<file path="config.mk">
export PLATFORM = sky130hd
export DESIGN_NAME = z_1_2_stream_demux
export DESIGN_NICKNAME = d
export VERILOG_FILES = /design/src/rtl/z_1_2_stream_demux.sv
export SDC_FILE = /design/constraint.sdc
export NUM_CORES = 1
export LEC_CHECK = 0
export BUFFER_PORTS_ARGS = -buffer_cell sky130_fd_sc_hd__buf_2
export CAP_MARGIN = 0
export CELL_PAD_IN_SITES_DETAIL_PLACEMENT = 0
export CELL_PAD_IN_SITES_GLOBAL_PLACEMENT = 2
export CORE_ASPECT_RATIO = 1.1
export CORE_MARGIN = 2
export CORE_UTILIZATION = 28
export DETAILED_ROUTE_END_ITERATION = 8
export GPL_ROUTABILITY_DRIVEN = 0
export HOLD_SLACK_MARGIN = 0.05
export PLACE_DENSITY = 0.7
export SYNTH_ARGS = -nofsm -noshare
export SYNTH_HDL_FRONTEND = slang
export SYNTH_SLANG_ARGS = --single-unit
</file>
<file path="constraint.sdc">
create_clock -name clk -period 1.55 [get_ports clk]
set_input_delay 0.2325 -clock clk [delete_from_list [all_inputs] [get_ports clk]]
set_output_delay 0.2325 -clock clk [all_outputs]
set_load 0.01 [all_outputs]
</file>
<file path="src/rtl/z_1_2_stream_demux.sv">
// One-to-two stream demultiplexer: each output port has its own 2-entry FIFO,
// so a stalled port only blocks words routed to it.
module z_1_2_stream_demux #(
  parameter int WIDTH = 8
) (
  input  logic             clk,
  input  logic             rst_,
  input  logic [WIDTH-1:0] in_data,
  input  logic             in_sel,
  input  logic             in_valid,
  output logic             in_ready,
  output logic [WIDTH-1:0] a_data,
  output logic             a_valid,
  input  logic             a_ready,
  output logic [WIDTH-1:0] b_data,
  output logic             b_valid,
  input  logic             b_ready,
  output logic [7:0]       a_cnt,
  output logic [7:0]       b_cnt
);

  typedef enum logic [1:0] {
    EMPTY = 2'd0,
    ONE   = 2'd1,
    FULL  = 2'd2
  } fifo_state_e;

  // Index 0 is port a, index 1 is port b.
  fifo_state_e      state_q [2];
  fifo_state_e      state_d [2];
  logic [WIDTH-1:0] head_q  [2];
  logic [WIDTH-1:0] head_d  [2];
  logic [WIDTH-1:0] tail_q  [2];
  logic [WIDTH-1:0] tail_d  [2];
  logic [7:0]       cnt_q   [2];
  logic [7:0]       cnt_d   [2];
  logic [1:0]       pushEn;
  logic [1:0]       popEn;
  logic [1:0]       outReady;

  // Readiness looks only at registered state, so a same-cycle pop never frees a FULL FIFO.
  assign in_ready = in_sel ? (state_q[1] != FULL) : (state_q[0] != FULL);
  assign pushEn   = {in_valid & in_ready & in_sel, in_valid & in_ready & ~in_sel};
  assign outReady = {b_ready, a_ready};

  always_comb begin
    for (int p = 0; p < 2; p++) begin
      state_d[p] = state_q[p];
      head_d[p]  = head_q[p];
      tail_d[p]  = tail_q[p];
      cnt_d[p]   = pushEn[p] ? cnt_q[p] + 8'd1 : cnt_q[p];
      popEn[p]   = (state_q[p] != EMPTY) & outReady[p];
      unique case (state_q[p])
        EMPTY: begin
          if (pushEn[p]) begin
            state_d[p] = ONE;
            head_d[p]  = in_data;
          end
        end
        ONE: begin
          if (pushEn[p] && popEn[p]) begin
            head_d[p] = in_data;
          end else if (pushEn[p]) begin
            state_d[p] = FULL;
            tail_d[p]  = in_data;
          end else if (popEn[p]) begin
            state_d[p] = EMPTY;
          end
        end
        FULL: begin
          if (popEn[p]) begin
            state_d[p] = ONE;
            head_d[p]  = tail_q[p];
          end
        end
        default: state_d[p] = EMPTY;
      endcase
    end
  end

  always_ff @(posedge clk) begin
    for (int p = 0; p < 2; p++) begin
      if (!rst_) begin
        state_q[p] <= EMPTY;
        head_q[p]  <= '0;
        tail_q[p]  <= '0;
        cnt_q[p]   <= 8'd0;
      end else begin
        state_q[p] <= state_d[p];
        head_q[p]  <= head_d[p];
        tail_q[p]  <= tail_d[p];
        cnt_q[p]   <= cnt_d[p];
      end
    end
  end

  assign a_valid = (state_q[0] != EMPTY);
  assign b_valid = (state_q[1] != EMPTY);
  assign a_data  = a_valid ? head_q[0] : '0;
  assign b_data  = b_valid ? head_q[1] : '0;
  assign a_cnt   = cnt_q[0];
  assign b_cnt   = cnt_q[1];

endmodule

</file>
== Word level (Yosys, flattened, before mapping) ==
Memories as Yosys holds them, arrays and structs flattened.
Index checks and enable logic that the tools add are counted.
Word-level totals
  flip-flop bits (word level): 0
  bits in latches: 0
  memory bits (writable): 52
  memory bits (read-only): 0
  bits of input ports: 14
  output and inout port bits: 35
  word-level logic and storage cells: 73
  memories kept: 4
Operators by class
  add/sub/neg operators: 2
  $mul: 0
  divide/modulo/power cells: 0
  $lt $le $gt $ge: 0
  eq/ne operators: 6
  shift-type cells: 0
  multiplexer cells: 41
  bitwise operators: 14
  reductions and logical operators: 6
Memory list
  cnt_q: depth 2, width 8, read ports 2, clocked after Yosys merged registers in 0, write ports 2, RTL line 35  | logic [7:0] cnt_q [2];
  head_q: depth 2, width 8, read ports 2, clocked after Yosys merged registers in 0, write ports 2, RTL line 31  | logic [WIDTH-1:0] head_q [2];
  tail_q: depth 2, width 8, read ports 2, clocked after Yosys merged registers in 0, write ports 2, RTL line 33  | logic [WIDTH-1:0] tail_q [2];
  state_q: depth 2, width 2, read ports 2, clocked after Yosys merged registers in 0, write ports 2, RTL line 29  | fifo_state_e state_q [2];
Operator list (count)
  two-way mux 8 bit: 22
  case mux 8 bit (3 select lines): 2
  two-way mux 2 bit: 12
  adder 8 x 1 -> 8 bit (second input constant): 2
  case mux 2 bit (3 select lines): 2
  bitwise OR 1 bit: 8
  AND 1 bit: 5
  == test 2 x 1 -> 1 bit (second input constant): 2
  == test 2 bit (second input constant): 2
  zero test 2 bit: 2
  != test 2 bit (second input constant): 2
  nonzero test 2 bit: 2
  two-way mux 1 bit: 3
  logical AND 1 bit: 2
  NOT 1 bit: 1

== Longest topological paths before layout ==
  depth after elaboration: 8
  depth in mapped cells: 7
  gate-level depth less buffers: 5

== Least setup slack after synthesis ==
OpenSTA, ideal clock, no wires.
  path type: register to register
  start: memory state_q[0][1] (netlist bit)
  end: memory head_q[0][1]
  setup time: 0.116 ns
  data arrival time: 1.234 ns
  required time: 1.434 ns
  path slack: 0.200 ns
  cell stages (with the launch flop): 8
  buffers on the path: 3
  clock period less this slack: 1.350 ns
  path through: dfxtp_1 -> buf_6 -> nor2b_4 -> buf_6 -> buf_4 -> mux2i_1 -> nand2_1 -> o211a_1
RTL lines (RTL line)
  from (decl): 29
  to (decl): 31

==> summary.md <==
| Metric | Value |
|---|---|
| Status | `complete, no violations` |
| Synthesized flop and latch total | `52` |
| CTS tree | `built` |
| Crit path DAT | `1240 ps` |
| Period utilization | `0.953` |
| Pre-antenna DRT Iters | `4` |
| Vias per inst | `4.62` |
| Fin nets | `338` |
| Final hold viol count | `0` |
| Final antenna-violating net count | `0` |
| Synth-to-Final Area Change | `20.2%` |
| Ys async rst share | `0` |
| Ranking of synthesized cells by area | `dfxtp_1, mux2i_1, nor2b_1` |
| CP Launch Type | `flip-flop` |
| DRT Wirelength | `5.77 mm` |
| Filler cell count | `1004` |
| Pwr per Cell Area | `798 nW/um^2` |
| Distinct cell type count after synthesis | `39` |
| Area leader, netlist | `dfxtp_1` |
| CTS sink cnt | `52` |
| Sequential area share after synthesis | `0.395` |
| Post-Syn Instances | `270` |
| Worst-Margin Slew | `342 ps` |
| Top_reg_cell synth | `dfxtp_1` |
| Max cap viols | `0` |
| Share of post-route cells with drive strength above 1 | `0.285` |
| Via count | `2031` |
| Final Util | `0.342` |
| Total power | `0.00253 W` |
| First-pass GRT wire length | `9.69 mm` |
| Placed insts | `429` |
| Clk pin slew, worst setup/hold paths | `100 ps` |
| WHS | `142 ps` |
| VDD IR max | `306 uV` |
| Max Slew Vio Count | `0` |
| Mapped Avg Cell Area | `9.77 um^2` |
| Residual DRC count | `0` |
| Final setup viols | `0` |
| Max frequency | `677 MHz` |
| GRT Overall Usage | `0.118` |
| Hold Path Cell Cnt | `2` |
| Port bufs | `48` |
| H-tree depth | `2` |
| Rows | `37` |
| Reg2Reg Depth | `7` |
| Yosys warnings | `0` |
| Rel. slew slack | `0.772` |
| RSZ-0062 raised after global routing | `false` |
| CTS Buf Count | `5` |
| Post-Syn Area | `2640 um^2` |
| Fin cells | `440` |
| Core area | `9260 um^2` |
| IO Count | `49` |
| CTS Root Cell | `clkbuf_8` |
| Crit Path Class | `flip-flop to primary output` |
| Later-pin clock latency in the skew report | `300 ps` |
| Post-synth top area share | `0.395` |
| Static leakage | `1.45 nW` |
| Initial antenna violation count | `0` |
| Total negative slack | `0 ps` |
| ANT cells | `0` |
| HP Class | `primary input to flip-flop` |
| Crit path capture type | `primary output` |
| Starting Density | `0.285` |
| Die height | `106 um` |
| HPWL after DPL | `3.96 mm` |
| Crit path max fanout | `11` |
| Longest Clk Path Bufs | `2` |
| Initial DRC count | `29` |
| Final worst path period need | `1480 ps` |
| GRT overflow | `0` |
| Wire per inst | `13.1 um` |
| Largest net degree at the start of global routing | `55` |
| Vias in the first global route | `2067` |
| Die W | `96.5 um` |
| WP data required | `1320 ps` |
| Worst Clk Skew | `7.57 ps` |
| Die area | `10200 um^2` |
| Post-synth EDFFs | `0` |
| Post-Syn Nets | `286` |
[final cells by class]
class	count	area, um^2	area share
Clock buffer	6	72.6	0.0229
Clock inverter	2	16.3	0.00513
Inverter	1	3.75	0.00118
Multi-Input combinational cell	198	1470	0.462
Sequential cell	52	1050	0.332
Tap cell	117	146	0.0462
Timing Repair Buffer	64	414	0.131
[power breakdown]
group	internal [W]	switching (W)	total (W)
registers	0.00139	0.0000341	0.00142
logic	0.000155	0.000167	0.000323
clock network	0.000323	0.000463	0.000785
total	0.00186	0.000664	0.00253
[placed cells by master (no fill, tap or decap), drive strengths merged]
cell type,synthesis,routed
nand2b,3,3
or2,1,1
xor2,13,13
clkinvlp,0,1
mux2i,26,26
clkinv,0,1
clkbuf,7,6
nor2,4,4
dfxtp,52,52
and2,21,21
o31ai,1,1
nand4,4,4
nand3,15,15
buf,12,64
nand3b,5,5
ha,2,2
nor4,2,2
a21boi,2,2
nor3,4,4
nand2,29,29
nor2b,27,27
and2b,1,1
o211ai,1,1
nor4b,5,5
o211a,16,16
inv,1,1
nand4b,1,1
nor3b,5,5
o21ai,6,6
o21a,1,1
a21oi,3,3
[what timing repair did]
item                                    in CTS  in global routing
hold buffers                                 0                  0
gates resized for setup                      6                  4
endpoints found under the setup margin       9                 20
pin swaps                                    0                  0
buffers inserted                             3                  1
[cell usage after synthesis (all sizes together), types with 2 or more instances]
library cell,n
ha,2
nand2,29
a21oi,3
nand3b,5
nand4,4
nor2,4
nand2b,3
xor2,13
nor4,2
clkbuf,7
o211a,16
nor2b,27
nor3,4
a21boi,2
dfxtp,52
buf,12
nor4b,5
mux2i,26
nor3b,5
o21ai,6
and2,21
nand3,15
[per-layer routing]
layer / vias to the layer above / global-route usage / share of wire
li1: 1029 / - / -
met1: 959 / 0.150 / 0.47
met2: 38 / 0.202 / 0.47
met3: 5 / 0.0264 / 0.049
met4: 0 / 0.0241 / 0.0071
met5: - / 0 / 0
[registers in the layout, indices dropped and copies added (netlist names)]
register,cells
head_q,16
tail_q,16
cnt_q,16
state_q,4
[cells by family (layout without fill, tap and decap cells)]
logic type | after synthesis | after routing | synth area share
simple gates | 127 | 127 | 0.303
flops | 52 | 52 | 0.395
compound gates | 30 | 30 | 0.0991
mux | 26 | 26 | 0.0987
buf+inv | 20 | 73 | 0.0517
xor+xnor | 13 | 13 | 0.0432
fa+ha+maj | 2 | 2 | 0.00949
[through the flow]
step	setup WS, ps	area [um^2]
finish	73.6	3170
global route	4.01	3170
floorplan	200	2640
detailed placement	116	3040
CTS	-34.3	3160
global placement	168	3040
[worst paths after layout]
path | from | slack (ps) | endpoint
setup reg to reg | state_q[1][0] | 100 | cnt_q[1][6]
hold / removal | a_ready | 140 | state_q[0][1]
setup / recovery | state_q[1][1] | 70 | b_data[7]
hold reg to reg | cnt_q[1][5] | 490 | cnt_q[1][5]
[critical path: stages (launching register included)]
cell and delay, ps:
dfxtp_4 370, or2_4 270, and2_1 170, buf_2 130
Note: power is estimated with default switching activity, not from simulation.
